--- config.mk ---
export PLATFORM = sky130hd
export DESIGN_NAME = key_conditioner
export DESIGN_NICKNAME = d
export VERILOG_FILES = /design/src/rtl/key_conditioner.sv
export SDC_FILE = /design/constraint.sdc
export NUM_CORES = 1
export LEC_CHECK = 0
export BUFFER_PORTS_ARGS = -buffer_cell sky130_fd_sc_hd__buf_4
export CAP_MARGIN = 20
export CORE_MARGIN = 4
export CORE_UTILIZATION = 50
export DETAILED_ROUTE_END_ITERATION = 10
export PLACE_DENSITY = 0.64
export SYNTH_ARGS = -nofsm -noshare
export SYNTH_HDL_FRONTEND = slang
export SYNTH_SLANG_ARGS = --single-unit
export TNS_END_PERCENT = 30
--- constraint.sdc ---
create_clock -name clk -period 6.2 [get_ports clk]
set_input_delay 1.24 -clock clk [delete_from_list [all_inputs] [get_ports clk]]
set_output_delay 1.24 -clock clk [all_outputs]
set_load 0.005 [all_outputs]
--- src/rtl/key_conditioner.sv ---
// key_conditioner
//
// Input conditioning for the bomb-game board controls. Each raw pushbutton and
// slide switch is brought into the clk domain through a two-flop synchroniser.
// It is then debounced with a per-channel stability counter. The block also
// derives a single-cycle press strobe and a single-cycle long-press strobe for
// each button, plus one change strobe shared by all switches.
//
// Parameters
//   DB_CYCLES    consecutive stable synchronised cycles before a level moves (>= 2)
//   LONG_CYCLES  cycles of debounced hold before the long-press strobe (> DB_CYCLES)
//
// Ports
//   clk         system clock
//   rst_n       synchronous active-low reset
//   BTN1, BTN6  raw active-high buttons (asynchronous)
//   SW7, SW     raw slide switches (asynchronous)
//   btn1_lvl, btn6_lvl      debounced button levels
//   btn1_pulse, btn6_pulse  one-cycle strobe in the first cycle a button level reads 1
//   btn1_long, btn6_long    one-cycle strobe after LONG_CYCLES cycles of hold
//   sw7_lvl, sw_lvl         debounced switch levels
//   sw_chg                  one-cycle strobe, the cycle after any switch level changed
//
// Channel order inside the vectors: 0 BTN1, 1 BTN6, 2 SW7, 3..9 SW[0..6].
module key_conditioner #(
  parameter int DB_CYCLES   = 20000,
  parameter int LONG_CYCLES = 1000000
) (
  input  logic       clk,
  input  logic       rst_n,
  input  logic       BTN1,
  input  logic       BTN6,
  input  logic       SW7,
  input  logic [6:0] SW,
  output logic       btn1_lvl,
  output logic       btn6_lvl,
  output logic       btn1_pulse,
  output logic       btn6_pulse,
  output logic       btn1_long,
  output logic       btn6_long,
  output logic       sw7_lvl,
  output logic [6:0] sw_lvl,
  output logic       sw_chg
);

  localparam int NCH    = 10;
  localparam int NBTN   = 2;
  localparam int DB_W   = $clog2(DB_CYCLES);
  localparam int HOLD_W = $clog2(LONG_CYCLES);

  localparam logic [DB_W-1:0]   DB_LAST  = DB_W'(DB_CYCLES - 1);
  localparam logic [HOLD_W-1:0] HOLD_PRE = HOLD_W'(LONG_CYCLES - 2);
  localparam logic [HOLD_W-1:0] HOLD_MAX = HOLD_W'(LONG_CYCLES - 1);

  typedef enum logic [1:0] {
    IDLE  = 2'd0,
    HELD  = 2'd1,
    FIRED = 2'd2
  } hold_state_t;

  function automatic logic [DB_W-1:0] db_sat_inc(input logic [DB_W-1:0] v);
    return (v == DB_LAST) ? v : v + 1'b1;
  endfunction

  function automatic logic [HOLD_W-1:0] hold_sat_inc(input logic [HOLD_W-1:0] v);
    return (v == HOLD_MAX) ? v : v + 1'b1;
  endfunction

  logic [NCH-1:0]  raw;
  logic [NCH-1:0]  sync_p0;
  logic [NCH-1:0]  sync_p1;
  logic [NCH-1:0]  lvl_p2;
  logic [NCH-1:0]  lvl_nxt;
  logic [DB_W-1:0] db_cnt_p2  [NCH];
  logic [DB_W-1:0] db_cnt_nxt [NCH];

  logic [NBTN-1:0] press_p2;
  logic [7:0]      sw_prev_p3;
  logic            sw_chg_p3;

  hold_state_t     hold_st      [NBTN];
  hold_state_t     hold_st_nxt  [NBTN];
  logic [HOLD_W-1:0] hold_cnt     [NBTN];
  logic [HOLD_W-1:0] hold_cnt_nxt [NBTN];
  logic [NBTN-1:0] long_nxt;
  logic [NBTN-1:0] long_p2;

  assign raw = {SW, SW7, BTN6, BTN1};

  // Stage p0/p1: two-flop synchroniser
  always_ff @(posedge clk) begin
    if (!rst_n) begin
      sync_p0 <= '0;
      sync_p1 <= '0;
    end else begin
      sync_p0 <= raw;
      sync_p1 <= sync_p0;
    end
  end

  // Stage p2: debounce. The counter only advances while the synchronised value
  // disagrees with the held level; any agreement restarts it from zero.
  always_comb begin
    for (int i = 0; i < NCH; i++) begin
      lvl_nxt[i]    = lvl_p2[i];
      db_cnt_nxt[i] = '0;
      if (sync_p1[i] != lvl_p2[i]) begin
        if (db_cnt_p2[i] == DB_LAST) begin
          lvl_nxt[i] = ~lvl_p2[i];
        end else begin
          db_cnt_nxt[i] = db_sat_inc(db_cnt_p2[i]);
        end
      end
    end
  end

  always_ff @(posedge clk) begin
    if (!rst_n) begin
      lvl_p2   <= '0;
      press_p2 <= '0;
      for (int i = 0; i < NCH; i++) begin
        db_cnt_p2[i] <= '0;
      end
    end else begin
      lvl_p2   <= lvl_nxt;
      // Registered alongside the level so the strobe lines up with its first 1 cycle.
      press_p2 <= lvl_nxt[NBTN-1:0] & ~lvl_p2[NBTN-1:0];
      for (int i = 0; i < NCH; i++) begin
        db_cnt_p2[i] <= db_cnt_nxt[i];
      end
    end
  end

  // Long-press FSM, one per button. It follows the next-state level so that the
  // hold count is aligned with the cycles in which the registered level reads 1:
  // the count is 0 in the first such cycle and the strobe lands in cycle LONG_CYCLES.
  always_comb begin
    for (int b = 0; b < NBTN; b++) begin
      hold_st_nxt[b]  = hold_st[b];
      hold_cnt_nxt[b] = hold_cnt[b];
      long_nxt[b]     = 1'b0;
      case (hold_st[b])
        IDLE: begin
          if (lvl_nxt[b]) begin
            hold_st_nxt[b]  = HELD;
            hold_cnt_nxt[b] = '0;
          end
        end
        HELD: begin
          if (!lvl_nxt[b]) begin
            hold_st_nxt[b]  = IDLE;
            hold_cnt_nxt[b] = '0;
          end else begin
            hold_cnt_nxt[b] = hold_sat_inc(hold_cnt[b]);
            if (hold_cnt[b] == HOLD_PRE) begin
              long_nxt[b]    = 1'b1;
              hold_st_nxt[b] = FIRED;
            end
          end
        end
        FIRED: begin
          if (!lvl_nxt[b]) begin
            hold_st_nxt[b]  = IDLE;
            hold_cnt_nxt[b] = '0;
          end
        end
        default: begin
          hold_st_nxt[b]  = IDLE;
          hold_cnt_nxt[b] = '0;
        end
      endcase
    end
  end

  always_ff @(posedge clk) begin
    if (!rst_n) begin
      long_p2 <= '0;
      for (int b = 0; b < NBTN; b++) begin
        hold_st[b]  <= IDLE;
        hold_cnt[b] <= '0;
      end
    end else begin
      long_p2 <= long_nxt;
      for (int b = 0; b < NBTN; b++) begin
        hold_st[b]  <= hold_st_nxt[b];
        hold_cnt[b] <= hold_cnt_nxt[b];
      end
    end
  end

  // Stage p3: switch change strobe, one cycle after the level edge; several
  // simultaneous toggles collapse into one strobe.
  always_ff @(posedge clk) begin
    if (!rst_n) begin
      sw_prev_p3 <= '0;
      sw_chg_p3  <= 1'b0;
    end else begin
      sw_prev_p3 <= lvl_p2[NCH-1:NBTN];
      sw_chg_p3  <= |(lvl_p2[NCH-1:NBTN] ^ sw_prev_p3);
    end
  end

  assign btn1_lvl   = lvl_p2[0];
  assign btn6_lvl   = lvl_p2[1];
  assign btn1_pulse = press_p2[0];
  assign btn6_pulse = press_p2[1];
  assign btn1_long  = long_p2[0];
  assign btn6_long  = long_p2[1];
  assign sw7_lvl    = lvl_p2[2];
  assign sw_lvl     = lvl_p2[9:3];
  assign sw_chg     = sw_chg_p3;

endmodule

==> results.cfg <==
[layout]
antenna_cells = 0
final_area_um2 = 11600
final_cells = 1498
nets = 1236
finish.utilization_pct = 57.2
drive_above_1_share_pct = 7.33
syn_to_final_growth_pct = 12.0

[synth]
synth_cells = 1186
synth_mux_area_share_pct = 1.63
synth.most_common_cell = dfxtp_1
synth_area_leaders = dfxtp_1, xor2_1, nor2_1, nand3_1, xnor2_1
synth_compound_area_share_pct = 6.62
synth_seq_area_share_pct = 45.7
synth_common_cells = dfxtp_1, nor2_1, xor2_1
synth-main-ff-cell = dfxtp_1
yosys_warnings = 0
synth_top_family_by_area = simple AND/OR/NAND/NOR gates
synth_simple_gate_area_share_pct = 29.5
synth_top_cell_area_share_pct = 45.7
synth_edf_count = 0
synth_xor_area_share_pct = 12.4
yosysTopAreaCell = dfxtp_1
synthArstFlopShare_pct = 0
syn_area_um2 = 10400
yosys.area_share.adder_pct = 1.69
syn_nets = 1212
ys_ff_latch = 237
avgSynthCellArea_um2 = 8.75
synth_cell_type_count = 71

[die]
top_level_ports = 27
die_h_um = 152
die_x_um = 152
fp.coreArea_um2 = 20300
start_util_pct = 51.1
die_area_um2 = 23100
row_count = 52

[setup_path]
timing.rr.end = hold_cnt[0][5]$_SDFFE_PN0P_
crit_slowest_cell = mux2i_1
cp.required_ns = 6.59
path_class = flop to flop
critPathMaxStageDelay_ns = 0.79
worstPathArrival_ns = 3.33
crit_path_start_kind = flop
path_max_fanout = 11
endpoint_kind = flop
critPathBufInv = 0
ff2ff_path_depth = 7
worstReg2RegStart = db_cnt_p2[0][0]$_SDFF_PP0_
cp_top_family = multiplexers
rrSetupSlack_ns = 3.26
crit_chain = ha_1 > and3_1 > nand4_1 > mux2i_1 > mux2_2 > o311ai_0 > o41ai_1

[detailed_routing]
drc = 0
wl_met3_um = 898
vias = 7941
wl_met2_um = 8430
wire_per_inst_um = 13.0
routed_via_density = 5.30
wirelength_um = 19400
ant_nets = 0
dr.first_iter.drc_count = 493
drtPass1Iterations = 5
wirelength_met1_um = 9760
top_layer_used = met4

[placed_design]
dp_hpwl_um = 12900
io_buffers = 26
dpl.cell_count = 1452
place_area_um2 = 10800
gp_congestion = 0.838

[worst_hold_path]
hp-start = sync_p0[2]$_SDFF_PN0_
hp-class = flop to flop
hold_end = sync_p1[2]$_SDFF_PN0_
whs_path_depth = 1

[job]
cap_viol_max_count = 0

[clock_network]
post_cts_buffers = 0
cts-root-buf = clkbuf_16
htreeDepth = 1
cts_tree = done
clock-sinks = 237
clkLatencyLatePin_ns = 0.52
path_clk_slew_ns = 0.06
cts_hold_buf = 0
post_cts_resized = 0
cts_buffer_depth = 3
numCtsBuffers = 26

[grt]
grt_pass1_vias = 7305
gr-total-overflow = 0
grt_pass1_wl_um = 34200
grt_max_degree = 82
grt_util_all_layers_pct = 16.5
antenna_found_initial = 0

[sta]
worstMarginPinSlew_ns = 0.952
hold_violations = 0
max_freq_mhz = 340
slew_headroom_pct = 34.7
drv_slew = 0
post-route-period-util_pct = 47.4
tns_ns = 0
whs_ns = 0.430
fin_skew_ns = 0.0158
period_minus_slack_ns = 2.94
setup_viol = 0
rsz0062_at_grt = false

[pwr]
ir_drop_uv = 184
powerDensity_nw_per_um2 = 263
leakage_nw = 4.11

[status]
status = complete, no violations
kinds of logic (layout without fill, tap and decap cells):
family / after synthesis / after routing
xor gates and xnor gates: 147 / 147
DFF: 237 / 237
AOI/OAI and AO/OA: 98 / 98
adders and majority gates: 14 / 14
and+or+nand+nor: 613 / 613
buffers and inverters: 61 / 103
muxes: 16 / 16
worst max-delay path by stage:
stage	from	end	slack (ns)	cells past startpoint
after CTS	db_cnt_p2[0][0]$_SDFF_PP0_	hold_cnt[0][5]$_SDFFE_PN0P_	3.22	7
after floorplan	rst_n	hold_cnt[0][11]$_SDFFE_PN0P_	3.45	6
after global placement	db_cnt_p2[0][0]$_SDFF_PP0_	hold_cnt[0][5]$_SDFFE_PN0P_	3.20	7
final	db_cnt_p2[0][0]$_SDFF_PP0_	hold_cnt[0][5]$_SDFFE_PN0P_	3.26	7
after global routing	db_cnt_p2[0][0]$_SDFF_PP0_	hold_cnt[0][5]$_SDFFE_PN0P_	3.05	7
after detailed placement	rst_n	hold_cnt[0][8]$_SDFFE_PN0P_	3.17	7
power breakdown:
group          total [mW]  internal (mW)  switching, mW  leakage, nW
sequential           1.54           1.53        0.00457         1.91
combinational      0.0364         0.0118         0.0246         1.78
clock                1.49          0.905          0.584        0.421
cells in the final DEF, fill, tap and decap left out, types with 7 or more instances in the layout:
cell type | netlist | routed
inv_1 | 28 | 28
ha_1 | 14 | 14
dfxtp_1 | 237 | 237
or3_1 | 11 | 11
nand4_1 | 42 | 42
nand2b_1 | 7 | 7
nor2_1 | 210 | 210
a21oi_1 | 26 | 26
nand2_1 | 84 | 84
xor2_1 | 103 | 103
mux2i_1 | 12 | 12
nor4b_1 | 14 | 14
nor3_1 | 39 | 39
nor4_1 | 11 | 11
buf_4 | 2 | 28
xnor2_1 | 44 | 44
o211ai_1 | 10 | 10
and2_1 | 30 | 30
and3_1 | 34 | 34
clkbuf_16 | 0 | 27
nand3_1 | 95 | 95
o21ai_0 | 14 | 14
sequential cells by signal, indices dropped and copies added (netlist names), 4 cells and up:
register / cells
hold_st: 4
sync_p0: 10
hold_cnt: 40
db_cnt_p2: 150
sync_p1: 10
lvl_p2: 10
sw_prev_p3: 8
area by class of cell:
class / instances / area [um2]
fill: 1846 / 8680
multi-input combinational: 888 / 5380
sequential: 237 / 4740
clock buffer: 39 / 781
tap: 270 / 338
timing repair buffer: 28 / 210
inverter: 29 / 109
clock inverter: 7 / 60.1
stage by stage:
stage          setup WS (ns)  power [mW]
3_3_place_gp            3.20        1.61
5_1_grt                 3.05        3.17
6_report                3.26        3.06
4_1_cts                 3.22        3.11
2_1_floorplan           3.45        1.59
3_5_place_dp            3.17        1.61
metal layers:
metal | global-route usage (%) | vias up
li1 | - | 4170
met1 | 23.5 | 3598
met2 | 26.0 | 143
met3 | 3.21 | 30
met4 | 3.94 | 0
met5 | 0 | -
Power figures use the tool's default switching activity.
